`src/rtl/proc_gen_if.sv`:
```
// Handshake, instruction, status and debug signals of the proc_gen processor.
// DW must match the DW of the proc_gen instance it is bound to.
interface proc_gen_if #(
  parameter int DW = 16
);
  logic          Run;
  logic [15:0]   Din;
  logic          Done;
  logic          Err;
  logic [2:0]    Flags;
  logic [2:0]    DbgSel;
  logic [DW-1:0] DbgOut;
  logic [DW-1:0] BusWires;

  modport slave (
    input  Run, Din, DbgSel,
    output Done, Err, Flags, DbgOut, BusWires
  );

  modport master (
    output Run, Din, DbgSel,
    input  Done, Err, Flags, DbgOut, BusWires
  );
endinterface

```
`src/rtl/proc_gen.sv`:
```
// Parametrised multi-cycle processor: mv/mvt/add/sub/and/or/xor over eight DW-bit
// registers, Run/Done handshake, Z/N/C flags, illegal-opcode pulse and a debug read port.
module proc_gen #(
  parameter int DW           = 16,
  parameter bit SIGN_EXT_IMM = 1'b0
) (
  input  logic        CLOCK_50,
  input  logic        Rest,
  proc_gen_if.slave   bus
);

  localparam logic [1:0] T0 = 2'd0;
  localparam logic [1:0] T1 = 2'd1;
  localparam logic [1:0] T2 = 2'd2;
  localparam logic [1:0] T3 = 2'd3;

  localparam logic [2:0] OP_MV  = 3'd0;
  localparam logic [2:0] OP_MVT = 3'd1;
  localparam logic [2:0] OP_ADD = 3'd2;
  localparam logic [2:0] OP_SUB = 3'd3;
  localparam logic [2:0] OP_AND = 3'd4;
  localparam logic [2:0] OP_OR  = 3'd5;
  localparam logic [2:0] OP_XOR = 3'd6;
  localparam logic [2:0] OP_ILL = 3'd7;

  logic [1:0]    r_state;
  logic [15:0]   r_ir;
  logic [DW-1:0] r_regs [8];
  logic [DW-1:0] r_a;
  logic [DW-1:0] r_g;
  logic [2:0]    r_flags;

  logic [2:0]    w_op;
  logic [2:0]    w_rx;
  logic [2:0]    w_ry;
  logic [8:0]    w_imm9;
  logic [DW-1:0] w_imm_ext;
  logic [DW-1:0] w_mvt_val;
  logic [DW-1:0] w_y;
  logic          w_is_alu;
  logic [DW:0]   w_sum;
  logic [DW:0]   w_dif;
  logic [DW-1:0] w_res;
  logic          w_carry;
  logic [DW-1:0] w_bus;
  logic          w_write_rx;

  assign w_op   = r_ir[15:13];
  assign w_rx   = r_ir[11:9];
  assign w_ry   = r_ir[2:0];
  assign w_imm9 = r_ir[8:0];

  // Upper bits replicate imm9[8] only when sign extension is enabled.
  assign w_imm_ext = {{(DW-9){SIGN_EXT_IMM & w_imm9[8]}}, w_imm9};
  assign w_mvt_val = {w_imm9[7:0], {(DW-8){1'b0}}};
  assign w_y       = r_ir[12] ? w_imm_ext : r_regs[w_ry];
  assign w_is_alu  = (w_op >= OP_ADD) && (w_op <= OP_XOR);

  // The extra top bit of the difference is the borrow (set when A < Y unsigned).
  assign w_sum = {1'b0, r_a} + {1'b0, w_y};
  assign w_dif = {1'b0, r_a} - {1'b0, w_y};

  always_comb begin
    // NOTE: every combinational output gets a default first so no path infers a latch.
    w_res   = '0;
    w_carry = 1'b0;
    case (w_op)
      OP_ADD:  {w_carry, w_res} = w_sum;
      OP_SUB:  {w_carry, w_res} = w_dif;
      OP_AND:  w_res = r_a & w_y;
      OP_OR:   w_res = r_a | w_y;
      OP_XOR:  w_res = r_a ^ w_y;
      default: w_res = '0;
    endcase
  end

  always_comb begin
    w_bus = '0;
    case (r_state)
      T1: begin
        if (w_op == OP_MV)       w_bus = w_y;
        else if (w_op == OP_MVT) w_bus = w_mvt_val;
        else if (w_is_alu)       w_bus = r_regs[w_rx];
      end
      T2:      w_bus = w_y;
      T3:      w_bus = r_g;
      default: w_bus = '0;
    endcase
  end

  assign w_write_rx = ((r_state == T1) && ((w_op == OP_MV) || (w_op == OP_MVT)))
                    || (r_state == T3);

  always_ff @(posedge CLOCK_50 or negedge Rest) begin
    if (!Rest) begin
      r_state <= T0;
      r_ir    <= '0;
      r_a     <= '0;
      r_g     <= '0;
      r_flags <= '0;
      // NOTE: the register file is architecturally visible state, so it is cleared on reset too.
      for (int i = 0; i < 8; i++) r_regs[i] <= '0;
    end else begin
      case (r_state)
        T0: begin
          if (bus.Run) begin
            r_ir    <= bus.Din;
            r_state <= T1;
          end
        end
        T1: begin
          if (w_is_alu) begin
            r_a     <= w_bus;
            r_state <= T2;
          end else begin
            r_state <= T0;
          end
        end
        T2: begin
          r_g     <= w_res;
          r_flags <= {(w_res == '0), w_res[DW-1], w_carry};
          r_state <= T3;
        end
        default: r_state <= T0;
      endcase
      if (w_write_rx) r_regs[w_rx] <= w_bus;
    end
  end

  assign bus.Done     = ((r_state == T1) && !w_is_alu) || (r_state == T3);
  assign bus.Err      = (r_state == T1) && (w_op == OP_ILL);
  assign bus.Flags    = r_flags;
  assign bus.DbgOut   = r_regs[bus.DbgSel];
  assign bus.BusWires = w_bus;

endmodule

```
`src/flat_wrapper.sv`:
```
// flat-port wrapper written by rule: the top's interface ports become plain ports
module proc_gen_flat 
#(
  parameter int DW           = 16,
  parameter bit SIGN_EXT_IMM = 1'b0
)
  (CLOCK_50, Rest, bus_Run, bus_Din, bus_DbgSel, bus_Done, bus_Err, bus_Flags, bus_DbgOut, bus_BusWires);
  proc_gen_if #(.DW(DW)) bus_i ();
  input  logic CLOCK_50;
  input  logic Rest;
  input wire logic [$bits(bus_i.Run)-1:0] bus_Run;
  input wire logic [$bits(bus_i.Din)-1:0] bus_Din;
  input wire logic [$bits(bus_i.DbgSel)-1:0] bus_DbgSel;
  output wire logic [$bits(bus_i.Done)-1:0] bus_Done;
  output wire logic [$bits(bus_i.Err)-1:0] bus_Err;
  output wire logic [$bits(bus_i.Flags)-1:0] bus_Flags;
  output wire logic [$bits(bus_i.DbgOut)-1:0] bus_DbgOut;
  output wire logic [$bits(bus_i.BusWires)-1:0] bus_BusWires;
  assign bus_i.Run = bus_Run;
  assign bus_i.Din = bus_Din;
  assign bus_i.DbgSel = bus_DbgSel;
  assign bus_Done = bus_i.Done;
  assign bus_Err = bus_i.Err;
  assign bus_Flags = bus_i.Flags;
  assign bus_DbgOut = bus_i.DbgOut;
  assign bus_BusWires = bus_i.BusWires;
  proc_gen #(.DW(DW), .SIGN_EXT_IMM(SIGN_EXT_IMM)) u_core (.CLOCK_50(CLOCK_50), .Rest(Rest), .bus(bus_i));
endmodule
```
`config.mk`:
```
export PLATFORM = sky130hd
export DESIGN_NAME = proc_gen_flat
export DESIGN_NICKNAME = d
export VERILOG_FILES = /design/src/rtl/proc_gen_if.sv /design/src/rtl/proc_gen.sv /design/src/flat_wrapper.sv
export SDC_FILE = /design/constraint.sdc
export NUM_CORES = 1
export LEC_CHECK = 0
export ABC_AREA = 1
export CAP_MARGIN = 15
export CELL_PAD_IN_SITES_DETAIL_PLACEMENT = 1
export CELL_PAD_IN_SITES_GLOBAL_PLACEMENT = 1
export CORE_ASPECT_RATIO = 0.8
export CORE_UTILIZATION = 40
export DETAILED_ROUTE_END_ITERATION = 10
export GPL_ROUTABILITY_DRIVEN = 1
export PLACE_DENSITY_LB_ADDON = 0.1
export SYNTH_ARGS = -nofsm -noshare
export SYNTH_HDL_FRONTEND = slang
export SYNTH_SLANG_ARGS = --single-unit
export TNS_END_PERCENT = 5
```
`constraint.sdc`:
```
create_clock -name CLOCK_50 -period 5.6 [get_ports CLOCK_50]
set_input_delay 0.56 -clock CLOCK_50 [delete_from_list [all_inputs] [get_ports CLOCK_50]]
set_output_delay 0.56 -clock CLOCK_50 [all_outputs]
set_load 0.005 [all_outputs]
```
# Word level (Yosys, flattened, before mapping)
# Cells that the tools add are included.
# word_totals
reg_bits	181
inputBits	22
output_inout_bits	37
elab_cells	74
# classes
n_addsub	2
magnitude_cmp	6
n_eq_ne	11
n_mux	22
bitwise_logic	6
n_reduce_logical	14
# ops
cell	count
$mux 16	11
$bmux 16 s3	3
$bwmux 128	1
$pmux 16 s5	1
$demux 16 s3	1
$pmux 16 s3	1
$add 16x16->17	1
$sub 16x16->17	1
$and 16x16->16	1
$logic_not 16->1	1
$or 16x16->16	1
$xor 16x16->16	1
$eq 3x3->1 const B	4
$ge 4x4->1 const B	3
$not 3->4	3
$eq 3x2->1 const B	2
$pmux 2 s3	1
$logic_and 1x1->1	5
$eq 2x2->1 const B	2
$lt 4x1->1 const B	1
$mux 2	2
$reduce_and 2->1	2
$eq 3x1->1 const B	1
$ge 3x2->1 const B	1
other kinds (8)	10

# Depth between registers and ports, before layout
# depth
depth_word	9
depth_mapped	28

# Least setup slack after synthesis
# OpenSTA, ideal clock, no wires.
# synth_path
path_type	reg-to-reg
startpoint	register u_core.r_ir[0]
endpoint	register u_core.r_flags[2], in the netlist u_core.bus.Flags[2]
setup_time_ps	66
arrival_time_ps	2985
t_required_ps	5534
slack_ps	2549
stages_incl_launch_ff	25
period_less_slack_ps	3051
cell_sequence	dfrtp_1 -> buf_2 -> buf_4 -> buf_2 -> a21oi_1 -> o21ai_0 -> o21ai_0 -> nor2_1 -> a31oi_1 -> inv_1 -> nor2_1 -> inv_1 -> ha_1 -> inv_1 -> nor2_1 -> nand2_1 -> nor3_1 -> o21ai_0 -> a21oi_1 -> nor2_1 -> nor2_1 -> nand2_1 -> nor2_1 -> nand3_1 -> nand2_1
# synth_between
elab_chain_cells	8
# synth_lines
item	line_no	source
start, declared	proc_gen.sv:27	logic [15:0] r_ir;
start signal, assigned	proc_gen.sv:107	r_ir <= bus.Din;
$not 3->4 (not written as such)	proc_gen.sv:56	assign w_y = r_ir[12] ? w_imm_ext : r_regs[w_ry];
$bmux 16 s3	proc_gen.sv:56	
$mux 16 (not written as such) (2 in a row)	proc_gen.sv:56	
$mux 16 (*)	proc_gen.sv:56	
$sub 16x16->17, or another cell as far along	proc_gen.sv:61	assign w_dif = {1'b0, r_a} - {1'b0, w_y};
$pmux 16 s5 (*)	proc_gen.sv:67	case (w_op)
$logic_not 16->1 (*)	proc_gen.sv:121	r_flags <= {(w_res == '0), w_res[DW-1], w_carry};
end signal, assigned	proc_gen.sv:121	
end, declared	proc_gen.sv:31	logic [2:0] r_flags;
# Mark *: on every way between the ends. The rest lies on a longest branch, timed or not. The select of a mux whose other input is x is not followed.
# A chain may end at the register's enable or synchronous reset.

# Worst setup path in the final report
# layout_path
startpoint	register u_core.r_ir[11]
endpoint	output bus_BusWires[3]
# layout_between
elab_chain_cells	8
# layout_lines
item	line_no	source
$not 3->4 (not written as such)	proc_gen.sv:83	else if (w_is_alu) w_bus = r_regs[w_rx];
$bmux 16 s3	proc_gen.sv:83	
$mux 16 (not written as such) (2 in a row)	proc_gen.sv:83	
$mux 16	proc_gen.sv:83	
$mux 16	proc_gen.sv:82	else if (w_op == OP_MVT) w_bus = w_mvt_val;
$mux 16	proc_gen.sv:81	if (w_op == OP_MV) w_bus = w_y;
$pmux 16 s3	proc_gen.sv:79	case (r_state)
end, declared	flat_wrapper.sv:18	output wire logic [$bits(bus_i.BusWires)-1:0] bus_BusWires;
# Every way passes these cells. The select of a mux whose other input is x is not followed.

==> results.py <==
metrics = {
    "grt": {
        "grt_pass1_vias": 13900,
        "antenna_found_initial": 1,
        "grt_max_degree": 98,
        "grt_use_met3_pct": 6.56,
        "use_met2_pct": 51.5,
        "overflow": 0,
        "met1_usage_pct": 52.2,
        "grt_pass1_wl_um": 87400,
        "top_usage_layer": "met1",
        "grt_use_total_pct": 35.5,
    },
    "layout": {
        "layout-drive-gt1-share_pct": 5.60,
        "syn2layout_area_growth_pct": 11.1,
        "fillCellCount": 4195,
        "final_util_pct": 45.4,
        "mostFrequentLayoutCell": "nand2_1",
        "n_antenna_cell": 0,
        "final_cell_mix": "518 x nand2_1, 238 x o21ai_0, 212 x inv_1",
        "fin_nets": 2010,
    },
    "clock_tree": {
        "clkTransAtPathRegs_ns": 0.07,
        "cts.sinks": 180,
        "cts_setup_buffers": 0,
        "clockBufferDepth": 2,
        "clockRootBuffer": "clkbuf_16",
        "cts_hold_buf": 0,
        "cts_tree": "built",
        "cts_resized": 0,
        "h-tree-depth": 4,
        "clk_latency_ns": 0.47,
        "numCtsBuffers": 17,
    },
    "setup_path": {
        "cp.required_ns": 5.04,
        "cp.arrival_ns": 4.10,
        "path_class": "register to primary output",
        "start_kind": "register",
        "startpoint": "u_core.r_ir[11]",
        "r2r_start": "u_core.r_ir[0]",
        "critPathMaxFanout": 12,
        "endpoint_kind": "primary output",
    },
    "sta": {
        "min_period_ns": 4.66,
        "rsz0062_at_grt": "no",
        "finalHoldViolCount": 0,
        "clock_skew_ns": 0.0116,
        "fin_setup_tns_ns": 0,
        "period_share_pct": 83.2,
        "drv_slew": 0,
        "worst_pin_slew_ns": 1.12,
        "relSlewSlack_pct": 25.0,
        "fin_ws_ns": 0.944,
        "max_freq_mhz": 215,
        "setup-violations-final": 0,
    },
    "floorplan": {
        "dieHeight_um": 163,
        "die_area_um2": 33000,
        "die_w_um": 203,
        "ios": 59,
        "row_count": 58,
        "start_util_pct": 40.9,
        "core_um2": 31600,
    },
    "logic_synthesis": {
        "synth_edf_count": 0,
        "ys_seq_elements": 180,
        "ys_seq_area_share_pct": 34.9,
        "synth_ff_type": "dfrtp_1",
        "synth_fp_nets": 2005,
        "yosysWarnings": 0,
        "syn_avg_cell_area_um2": 6.69,
        "netlist_instances": 1930,
        "syn-cell-area_um2": 12900,
        "synthDistinctLibCells": 51,
        "synthArstFlopShare_pct": 100,
    },
    "drt": {
        "drtIter0Drc": 1182,
        "via_per_inst": 5.97,
        "ant_nets": 0,
        "route.detailed.drc": 0,
        "drt-total-wl_um": 57700,
        "vias": 14100,
        "wl_per_cell_um": 24.4,
        "first_pass_iters": 5,
    },
    "place": {
        "io_buffers": 58,
        "gp_congestion": 0.964,
        "dp_hpwl_um": 41600,
        "post-place-ws_ns": 1.31,
    },
    "pwr": {
        "p_leak_nw": 6.90,
        "power_switching_w": 0.00551,
        "p_sw_share_pct": 56.1,
        "power.share.sequential_pct": 23.7,
        "comb_power_share_pct": 63.7,
        "clkPwrFrac_pct": 12.5,
        "intPower_w": 0.00432,
        "cellPowerDensity_nw_per_um2": 685,
        "vdd_drop_max_mv": 0.357,
    },
    "job": {
        "cap_violations": 0,
    },
    "min_path": {
        "min_path_type": "primary input to asynchronous set/reset pin",
    },
    "status": {
        "status": "complete, no violations",
    },
}
## state kept, by name (all words and copies together) (netlist names)
register / cells
u_core.r_a: 16
u_core.r_g: 15
u_core.r_regs: 128
u_core.r_ir: 16
u_core.bus.Flags: 3
u_core.r_state: 2
## metrics by stage
| step | instances | total power [W] | hold slack [ns] | cell area [um2] |
|---|---|---|---|---|
| after detailed placement | 2336 | 0.00840 | 0.473 | 13800 |
| final | 2368 | 0.00983 | 0.162 | 14300 |
| after global placement | 2336 | 0.00826 | 0.463 | 13800 |
| after CTS | 2368 | 0.00967 | 0.217 | 14300 |
| after floorplan | 1930 | 0.00606 | 0.264 | 12900 |
| after global routing | 2368 | 0.0105 | 0.243 | 14300 |
## worst max-delay path, cell delays in order, from the launching register on
cell and delay [ns]:
dfrtp_1 0.53, nor2_1 0.23, nand2_1 0.50, inv_1 0.60, nand2_1 0.09, nand4_1 0.12, nor2_1 0.15, nor3_2 0.85
inv_1 0.09, clkdlybuf4s50_1 0.47
## routing by layer
| layer | part of all wire [%] | up-vias |
|---|---|---|
| met5 | 0 | - |
| met4 | 3.1 | 0 |
| met3 | 8.5 | 106 |
| met2 | 42 | 614 |
| met1 | 47 | 7042 |
| li1 | - | 6364 |
## synthesized netlist by cell type (6+ instances only)
cell	number	area [um2]
nand2_1	518	1940
o21ai_0	238	1190
inv_1	212	796
nor2_1	184	691
dfrtp_1	180	4500
a21oi_1	163	816
nand3_1	70	350
o22ai_1	54	338
ha_1	51	638
buf_2	45	225
a31oi_1	43	269
clkbuf_1	37	139
nor3_1	14	70.1
nand4_1	12	75.1
buf_1	8	30.0
inv_2	8	30.0
nor2_2	7	43.8
o2111ai_1	7	61.3
buf_4	6	45.0
nand2_2	6	37.5
o211ai_1	6	45.0
or2_2	6	37.5
## cell families after synthesis
group,Yosys count,synth area share (%)
flops,180,34.9
mux,1,0.0872
simple gates,829,26.3
buf+inv,319,9.91
fa+ha+maj,53,5.25
compound gates,548,23.6
## worst paths after layout
check / end / slack, ns / cells past startpoint
max: bus_BusWires[3] / 0.94 / 9
min: u_core.r_regs[98] / 0.16 / 1
max reg2reg: u_core.bus.Flags[2] / 1.19 / 21
min reg2reg: u_core.r_regs[43] / 0.49 / 2
max in group asynchronous: u_core.r_regs[127] / 4.24 / 2
min in group CLOCK_50: u_core.r_regs[43] / 0.49 / 2
## power groups by stage
stage | registers (W) | logic, W | clock network (W)
2_1_floorplan | 0.00208 | 0.00398 | 0
3_3_place_gp | 0.00231 | 0.00595 | 0
3_5_place_dp | 0.00232 | 0.00608 | 0
4_1_cts | 0.00231 | 0.00612 | 0.00124
5_1_grt | 0.00238 | 0.00679 | 0.00129
6_report | 0.00233 | 0.00627 | 0.00123
## layout make-up
class                      count  area, um2  area share [%]
clock inverter                 9        104           0.724
timing repair buffer          83        767            5.35
multi-input combinational   1431       7140            49.8
clock buffer                  23        468            3.26
tap                          420        526            3.66
sequential                   180       4510            31.4
inverter                     222        836            5.83
Note: power is estimated with default switching activity, not from simulation.
